`src/rtl/req_encoder_nbit_pkg.sv`:
```
// Shared definitions for the sequential request encoder: FSM encodings and
// the request-vector width helper.
package req_encoder_nbit_pkg;

    localparam logic ST_IDLE = 1'b0;
    localparam logic ST_SCAN = 1'b1;

    function automatic int vec_width(input int n);
        return 2 ** n;
    endfunction

endpackage

```
`src/rtl/lsb_find_nbit.sv`:
```
// Combinational lowest-set-bit finder over an ascending request vector.
// Also flags whether any bit is set and whether exactly one bit is set.
module lsb_find_nbit
    import req_encoder_nbit_pkg::*;
#(
    parameter int N = 3,
    localparam int W = vec_width(N)
) (
    input  logic [0:W-1] v,
    output logic [N-1:0] pos,
    output logic         any,
    output logic         one
);

    logic multi;

    always_comb begin
        pos   = '0;
        any   = 1'b0;
        multi = 1'b0;
        // The first set bit seen wins the position; any later one marks multi-hot.
        for (int i = 0; i < W; i++) begin
            if (v[i]) begin
                if (any) begin
                    multi = 1'b1;
                end else begin
                    pos = N'(i);
                end
                any = 1'b1;
            end
        end
        one = any & ~multi;
    end

endmodule

```
`src/rtl/req_encoder_nbit.sv`:
```
// Sequential multi-hot to binary encoder: captures a request vector, then
// hands out the index of each set bit, lowest first, one per handshake.
module req_encoder_nbit
    import req_encoder_nbit_pkg::*;
#(
    parameter int N = 3,
    localparam int W = vec_width(N)
) (
    input  logic         clk,
    input  logic         rst_n,
    input  logic         load,
    input  logic [0:W-1] req,
    output logic         load_ready,
    output logic         idx_valid,
    output logic [N-1:0] idx,
    input  logic         idx_ready,
    output logic         idx_last,
    output logic [N:0]   count
);

    logic         state_q, state_d;
    logic [0:W-1] pending_q, pending_d;

    logic [N-1:0] low_pos;
    logic         low_any;
    logic         low_one;
    logic [N:0]   pop_cnt;
    logic         scan;

    lsb_find_nbit #(.N(N)) u_lsb_find (
        .v   (pending_q),
        .pos (low_pos),
        .any (low_any),
        .one (low_one)
    );

    always_comb begin
        pop_cnt = '0;
        for (int i = 0; i < W; i++) begin
            pop_cnt = pop_cnt + (N + 1)'(pending_q[i]);
        end
    end

    // Outputs depend only on registered state; forced to zero outside SCAN.
    assign scan       = (state_q == ST_SCAN);
    assign load_ready = ~scan;
    assign idx_valid  = scan;
    assign idx        = scan ? low_pos : '0;
    assign idx_last   = scan & low_one;
    assign count      = scan ? pop_cnt : '0;

    always_comb begin
        state_d   = state_q;
        pending_d = pending_q;
        if (state_q == ST_IDLE) begin
            if (load) begin
                pending_d = req;
                if (req != '0) begin
                    state_d = ST_SCAN;
                end
            end
        end else if (idx_ready) begin
            pending_d[low_pos] = 1'b0;
            if (low_one || !low_any) begin
                state_d = ST_IDLE;
            end
        end
    end

    always_ff @(posedge clk) begin
        if (!rst_n) begin
            state_q   <= ST_IDLE;
            pending_q <= '0;
        end else begin
            state_q   <= state_d;
            pending_q <= pending_d;
        end
    end

endmodule
```
`config.mk`:
```
export PLATFORM = sky130hd
export DESIGN_NAME = req_encoder_nbit
export DESIGN_NICKNAME = d
export VERILOG_FILES = /design/src/rtl/req_encoder_nbit_pkg.sv /design/src/rtl/lsb_find_nbit.sv /design/src/rtl/req_encoder_nbit.sv
export SDC_FILE = /design/constraint.sdc
export NUM_CORES = 1
export LEC_CHECK = 0
export ABC_AREA = 1
export CAP_MARGIN = 15
export CORE_ASPECT_RATIO = 1.25
export CORE_MARGIN = 4
export CORE_UTILIZATION = 40
export DETAILED_ROUTE_END_ITERATION = 8
export MAX_ROUTING_LAYER = met4
export PLACE_DENSITY = 0.68
export SETUP_SLACK_MARGIN = 0.3
export SLEW_MARGIN = 0
export SYNTH_ARGS = -nofsm -noshare
export SYNTH_HDL_FRONTEND = slang
export SYNTH_SLANG_ARGS = --single-unit
```
`constraint.sdc`:
```
create_clock -name clk -period 7.05 [get_ports clk]
set_input_delay 1.41 -clock clk [delete_from_list [all_inputs] [get_ports clk]]
set_output_delay 1.41 -clock clk [all_outputs]
set_load 0.05 [all_outputs]
```
==> flow_summary.toml, run 1 <==
[outcome]
status = "finished clean"

[worst_hold_path]
whs_path_depth = 2
min_path_type = "reg -> reg"

[setup_path]
path_buf_inv = 4
cp-end-kind = "primary output"
worstReg2RegStart = "idx_valid"
cp.arrival_ps = 3820
worst-path-stages = 10
startpoint_type = "flip-flop"
path_delay_family = "adder cells"
crit_chain = "fa_1 > inv_1 > fa_1 > fa_1 > inv_1 > ha_1 > inv_1 > fa_1 > nor2_1 > clkdlybuf4s50_1"
r2r_slack_ps = 5650
crit_end = "count[1]"
max_stage_delay_ps = 810
slowest_stage = "clkdlybuf4s50_1"
crit_start = "pending_q[7]"
crit_type = "reg -> out"
r2r-end = "pending_q[0]"
cp_max_fo = 7
crit_top_cell = "fa_1"
critical_path_required_ps = 5640
worst-r2r-cell-count = 4

[synthesis]
synth_most_common_cell = "inv_1"
synth-main-ff-cell = "dfxtp_1"
synth_simple_gate_area_share_pct = 29.9
synthMuxAreaShare_pct = 0
yosys-top-cells-count = "inv_1, nand2_1, o21ai_0, a21oi_1, nor2_1"
yosysTopAreaCell = "dfxtp_1"
yosys_warnings = 0
synth_area_um2 = 837
synthArstFlopShare_pct = 0
syn-num-nets = 133
synth-xor-area-share_pct = 0
synth_compound_area_share_pct = 23.5
synth_top_family_by_area = "simple AND/OR/NAND/NOR gates"
synth-seq-cells = 9
synth_cell_types = 28
ys_top_cells_by_area = "dfxtp_1, fa_1, o21ai_0, inv_1, nand2_4"
synth_edf_count = 0
syn_inst = 114
synth-adder-area-share_pct = 14.1
seq_area_frac_synth_pct = 21.5
synth.avg_cell_area_um2 = 7.34
synth_top_area_share_pct = 21.5

[finish]
drive_gt1_share_pct = 13.9
insertedDiodeCount = 0
nets = 157
multi_input_area_um2 = 564
seqCellArea_um2 = 180
n_fill_cell = 186
syn2layout_area_growth_pct = 29.3

[sta]
final_max_slew_viol_count = 0
holdWs_ps = 564
fin_setup_tns_ps = 0
hold_viol = 0
slew_headroom_pct = 64.9
finalCriticalPeriod_ps = 5230
final.setup.worst_slack_ps = 1820
grt_setup_unrepaired = "no"
tightest_slew_ps = 526
final-setup-viol-count = 0
finalCritPeriodShare_pct = 74.1
fmax_ghz = 0.191
worst_clock_skew_ps = 3.93

[place]
port-buffer-count = 21
post-place-ws_ps = 2110
gp_congestion = 0.897
dpl.hpwl_um = 1630

[grt]
grt_first_pass_wirelength_um = 3360
antenna_found_initial = 0
grt_usage_pct = 15.3
grt_max_degree = 16
grt_pass1_vias = 798
gr-total-overflow = 0

[route]
wl_um = 1990
wl_per_cell_um = 12.7
first_iter_violations = 34
drcViolationCount = 0
vias = 859
drt_first_pass_iters = 4
routed_via_density = 5.47
postRouteAntennaNets = 0

[cts]
htree_levels = 1
postCtsHoldBufs = 0
clock_path_buffers = 2
cts-root-buf = "clkbuf_4"
worstSkewPairLatency_ps = 270
ctsResizeCount = 0
cts_tree = "built"
clkSlewWorstSetupHoldPaths_ps = 70
cts_sinks = 9
cts_setup_buffers = 0
cts_buffers = 3

[floorplan]
die_w_um = 48.9
start_util_pct = 42.2
core_area_mm2 = 0.00198
die_y_um = 59.1
pin_count = 22
rows = 18
die_area_mm2 = 0.00289

[flow_run]
cap_violations = 0

[power]
power_density_mw_per_mm2 = 246
max-vdd-ir-drop_v = 0.000142
p_leak_nw = 0.455
-- flip-flops by register name, indices dropped and copies added (netlist names) --
name       flops
idx_valid      1
pending_q      8
-- worst min-delay path, cell delays in order (launching register included) --
cell	delay, ps
dfxtp_1	350
nand3_1	100
a221oi_1	60
-- per-stage QoR --
stage | std cells | area [µm²] | util, % | power [W]
after floorplan | 114 | 837 | - | 0.000184
after global placement | 153 | 1060 | 53.3 | 0.000223
after detailed placement | 153 | 1060 | 53.3 | 0.000227
after CTS | 157 | 1080 | 54.6 | 0.000269
after global routing | 157 | 1080 | 54.6 | 0.000290
final | 157 | 1080 | 54.6 | 0.000266
-- layout by cell type (no fill, tap or decap), types with 3 or more instances in the layout --
| cell | n |
|---|---|
| nor2_1 | 10 |
| clkbuf_4 | 3 |
| o21ai_0 | 13 |
| a21oi_1 | 11 |
| nor3_1 | 3 |
| inv_1 | 16 |
| clkdlybuf4s50_1 | 21 |
| nand2_4 | 5 |
| nand2_1 | 13 |
| dfxtp_1 | 9 |
| nand3_1 | 5 |
| fa_1 | 4 |
| ha_1 | 3 |
-- report_power, final --
group / internal [W] / leakage [nW] / switching, W / total [W]
clock: 0.0000219 / 0.0150 / 0.0000200 / 0.0000420
sequential: 0.0000577 / 0.0747 / 0.0000140 / 0.0000717
combinational: 0.0000564 / 0.365 / 0.0000959 / 0.000152
-- final cells by class --
cell class | count | share of cell area [%]
tap | 20 | 2.31
timing repair buffer | 21 | 19.4
multi-input combinational | 84 | 52.1
sequential | 9 | 16.6
clock buffer | 4 | 2.43
inverter | 19 | 7.05
-- how the worst min path moves through the flow --
stage,startpoint,endpoint
after CTS,pending_q[4],pending_q[4]
final,pending_q[4],pending_q[4]
after global routing,pending_q[4],pending_q[4]
after global placement,pending_q[1],pending_q[1]
after detailed placement,pending_q[4],pending_q[4]
after floorplan,pending_q[4],pending_q[4]
-- cell families (layout without fill, tap and decap cells) --
logic type,Yosys count,in the layout
flops,9,9
fa+ha+maj,7,7
simple gates,44,44
compound gates,33,33
buf+inv,21,44
-- routing by layer --
layer	vias to the layer above	routed length [µm]	track usage [%]
met5	-	0	-
li1	435	-	-
met1	387	800	17.4
met2	31	1020	25.0
met4	0	48	8.85
met3	6	123	3.02
Power figures use the tool's default switching activity.
==> run 2, diff against run 1 <==
- PLACE_DENSITY: 0.68 -> 0.7
- clock period: 7.05 -> 4.3 ns (I/O delays scaled with it)
==> flow_summary.toml, run 2 (synthesized netlist as in run 1, its figures left out) <==
[finish]
insertedDiodeCount = 0
drive_gt1_share_pct = 23.7
syn2layout_area_growth_pct = 34.1
layout_common_cells = "clkdlybuf4s50_1, inv_1, nand2_1"
largest_reg_flops = 8
multi_input_area_um2 = 577
top_register = "pending_q"
nets = 159
seqCellArea_um2 = 186
n_fill_cell = 187
instances_no_fill = 159
mostFrequentLayoutCell = "clkdlybuf4s50_1"

[floorplan]
die_area_mm2 = 0.00289
die_y_um = 59.1
start_util_pct = 42.2
rows = 18
pin_count = 22
die_w_um = 48.9
core_area_mm2 = 0.00198

[route]
wl_um = 2000
routed_via_density = 5.44
wl_per_cell_um = 12.6
vias = 865
postRouteAntennaNets = 0
drt_first_pass_iters = 4
drcViolationCount = 0
first_iter_violations = 18

[sta]
holdWs_ps = 529
fmax_ghz = 0.251
slew_headroom_pct = 61.5
final_max_slew_viol_count = 0
worst_clock_skew_ps = 0.359
finalCriticalPeriod_ps = 3990
tightest_slew_ps = 576
final-setup-viol-count = 0
grt_setup_unrepaired = "yes"
fin_setup_tns_ps = 0
finalCritPeriodShare_pct = 92.8
hold_viol = 0
final.setup.worst_slack_ps = 309

[setup_path]
cp-end-kind = "primary output"
cp.arrival_ps = 3130
critical_path_required_ps = 3440
worst-r2r-cell-count = 4
slowest_stage = "fa_1"
startpoint_type = "flip-flop"
worst-path-stages = 10
crit_top_cell = "fa_1"
path_delay_family = "adder cells"
crit_type = "reg -> out"
path_buf_inv = 4
cp_max_fo = 2
max_stage_delay_ps = 530
crit_chain = "fa_1 > inv_1 > fa_1 > fa_1 > inv_1 > ha_2 > inv_2 > fa_1 > nor2_2 > buf_12"

[place]
dpl.hpwl_um = 1620
port-buffer-count = 21
gp_congestion = 0.935
dpl.cell_count = 153
post-place-ws_ps = 465

[grt]
grt_pass1_vias = 789
met1_usage_pct = 18.4
globalRouteMet3Util_pct = 3.78
grt_first_pass_wirelength_um = 3300
grt_max_degree = 16
gr-total-overflow = 0
top_usage_layer = "met2"
antenna_found_initial = 0
globalRouteMet2Util_pct = 22.8
grt_usage_pct = 14.5

[cts]
postCtsHoldBufs = 0
clkSlewWorstSetupHoldPaths_ps = 60
clock_path_buffers = 2
cts-root-buf = "clkbuf_4"
worstSkewPairLatency_ps = 260
cts_tree = "built"
cts_buffers = 3
cts_sinks = 9
htree_levels = 1

[power]
power_density_mw_per_mm2 = 405
clockPowerShare_pct = 14.8
internal-power_w = 0.000236
combPwrFrac_pct = 59.3
swShare_pct = 48.0
seqPwrFrac_pct = 25.9
p_leak_nw = 0.477
max-vdd-ir-drop_v = 0.000263
power_switching_w = 0.000218

[worst_hold_path]
whs_path_depth = 2
min_path_type = "reg -> reg"

[outcome]
status = "finished clean"

[flow_run]
cap_violations = 0
[run 2: repair_timing]
action,4_1_cts,5_1_grt
pin swaps,2,1
resized for setup,5,4
setup endpoints to repair,2,2
setup buffers,1,1
[run 2: worst paths after layout]
check	start	end	slack (ps)
hold / removal	pending_q[6]	pending_q[6]	530
hold reg to reg	pending_q[6]	pending_q[6]	530
setup / recovery	pending_q[7]	count[1]	310
setup reg to reg	idx_valid	pending_q[1]	2870
[run 2: final cells by class]
class	instances	share of cell area, %
inverters	19	6.80
clock buffers	4	2.34
flip-flops and latches	9	16.6
repair buffers	23	20.6
multi-input cells	84	51.4
well taps	20	2.23
[run 2: worst min-delay path: stages (launching register included)]
cell and delay, ps:
dfxtp_2 360, o211ai_2 80, a21oi_1 50
[run 2: power groups by stage]
stage / registers [W] / clock network [W] / logic [W]
6_report: 0.000118 / 0.0000673 / 0.000269
5_1_grt: 0.000120 / 0.0000741 / 0.000297
4_1_cts: 0.000117 / 0.0000692 / 0.000266
3_5_place_dp: 0.000120 / 0 / 0.000260
3_3_place_gp: 0.000119 / 0 / 0.000257
2_1_floorplan: 0.000116 / 0 / 0.000191
[run 2: per-stage QoR]
step	cell area, µm²	util, %	power, W
6_report	1120	56.6	0.000454
5_1_grt	1120	56.6	0.000491
4_1_cts	1110	55.9	0.000452
3_5_place_dp	1060	53.7	0.000380
3_3_place_gp	1060	53.7	0.000376
2_1_floorplan	843	-	0.000307
[run 2: routing by layer]
metal,part of all wire (%),vias up
met5,0,-
met4,0.70,0
met3,6.7,4
met2,50,33
met1,43,389
li1,-,439
==> run 3, diff against run 2 <==
- ABC_CLOCK_PERIOD_IN_PS: default -> 4300
- CORE_UTILIZATION: 40 -> 43
- PLACE_DENSITY: 0.7 -> 0.75
==> flow_summary.toml, run 3 (synthesized netlist as in run 1, its figures left out) <==
[floorplan]
start_util_pct = 46.3
die_y_um = 57.3
pin_count = 22
die_area_mm2 = 0.00272
die_w_um = 47.5
rows = 17
core_area_mm2 = 0.00181

[route]
wl_um = 2220
drcViolationCount = 0
first_iter_violations = 15
drt_first_pass_iters = 5
routed_via_density = 5.53
vias = 874
wl_per_cell_um = 14.1
postRouteAntennaNets = 0

[finish]
n_fill_cell = 165
mostFrequentLayoutCell = "clkdlybuf4s50_1"
largest_reg_flops = 8
insertedDiodeCount = 0
top_register = "pending_q"
multi_input_area_um2 = 584
seqCellArea_um2 = 189
syn2layout_area_growth_pct = 35.1
drive_gt1_share_pct = 24.5
nets = 159
instances_no_fill = 158
layout_common_cells = "clkdlybuf4s50_1, inv_1, nand2_1"

[setup_path]
worst-r2r-cell-count = 4
r2r-end = "pending_q[4]"
cp.arrival_ps = 3100
cp-end-kind = "primary output"
worstReg2RegStart = "idx_valid"
crit_start = "pending_q[7]"
crit_type = "reg -> out"
cp_max_fo = 2
slowest_stage = "fa_2"
crit_chain = "fa_1 > inv_1 > fa_1 > fa_1 > inv_1 > ha_2 > inv_2 > fa_2 > nor2_4 > buf_12"
critical_path_required_ps = 3440
crit_top_cell = "fa_1"
startpoint_type = "flip-flop"
max_stage_delay_ps = 540
r2r_slack_ps = 2880
crit_end = "count[1]"

[place]
dpl.cell_count = 152
port-buffer-count = 21
gp_congestion = 0.904
dpl.hpwl_um = 1720

[cts]
htree_levels = 1
cts-root-buf = "clkbuf_4"
cts_sinks = 9
cts_buffers = 3
clkSlewWorstSetupHoldPaths_ps = 60
worstSkewPairLatency_ps = 260
cts_tree = "built"
clock_path_buffers = 2

[grt]
grt_max_degree = 16
grt_pass1_vias = 896
grt_usage_pct = 19.3
gr-total-overflow = 0
antenna_found_initial = 0
grt_first_pass_wirelength_um = 3770

[sta]
hold_viol = 0
slew_headroom_pct = 63.2
grt_setup_unrepaired = "yes"
tightest_slew_ps = 552
final-setup-viol-count = 0
fin_setup_tns_ps = 0
finalCriticalPeriod_ps = 3960
worst_clock_skew_ps = 2.80
finalCritPeriodShare_pct = 92.2
final_max_slew_viol_count = 0
fmax_ghz = 0.252

[outcome]
status = "finished clean"

[power]
power_density_mw_per_mm2 = 412
p_leak_nw = 0.477
max-vdd-ir-drop_v = 0.000217

[worst_hold_path]
min-delay-start = "pending_q[4]"
min_path_type = "reg -> reg"

[flow_run]
cap_violations = 0
run 3: cell count changes in the layout (fill, tap and decap cells not counted):
| cell | change |
|---|---|
| dfxtp_2 | -1 |
| dfxtp_4 | +1 |
| fa_1 | -1 |
| fa_2 | +1 |
| nor2_2 | -1 |
| nor2_4 | +1 |
run 3: metrics by stage:
step	power [W]	setup WS [ps]	utilization [%]	hold slack [ps]	area, µm²
global placement	0.000376	508	58.8	564	1060
detailed placement	0.000383	440	58.8	564	1060
CTS	0.000462	289	61.4	542	1110
global route	0.000504	234	62.6	591	1130
floorplan	0.000307	314	-	523	843
finish	0.000466	336	62.6	546	1130
run 3: worst min-delay path by stage:
stage               depth (start not counted)           end
finish                                      2  pending_q[4]
global route                                2  pending_q[4]
CTS                                         2  pending_q[6]
detailed placement                          2  pending_q[1]
global placement                            2  pending_q[6]
floorplan                                   2  pending_q[4]
run 3: power breakdown:
part | leakage [nW] | switching [W] | internal [W]
combinational | 0.386 | 0.000173 | 0.000108
sequential | 0.0763 | 0.0000212 | 0.0000955
clock | 0.0150 | 0.0000316 | 0.0000359
run 3: layer usage:
layer  vias to the layer above  share of wire (%)  track usage (%)
li1                        436                  -                -
met1                       404                 41             23.2
met2                        28                 53             30.5
met3                         6                5.6             5.36
met4                         0                1.3             5.93
met5                         -                  0                -
run 3: final cells by class:
class | count | area share, %
Clock buffer | 4 | 2.32
Timing Repair Buffer | 23 | 20.5
Inverter | 19 | 6.75
Multi-Input combinational cell | 84 | 51.7
Tap cell | 19 | 2.10
Sequential cell | 9 | 16.7
run 3: critical path, delay by kind of cell, from the launching register on:
| kind | cells | cell delay, ps |
|---|---|---|
| buf+inv | 4 | 300 |
| fa+ha+maj | 5 | 2140 |
| simple gates | 1 | 40 |
| flops | 1 | 350 |
run 3: timing repair:
item                       4_1_cts  5_1_grt
setup endpoints to repair        2        2
buffers inserted                 1        1
resized for setup                6        6
pin swaps                        2        1
hold buffers                     0        0
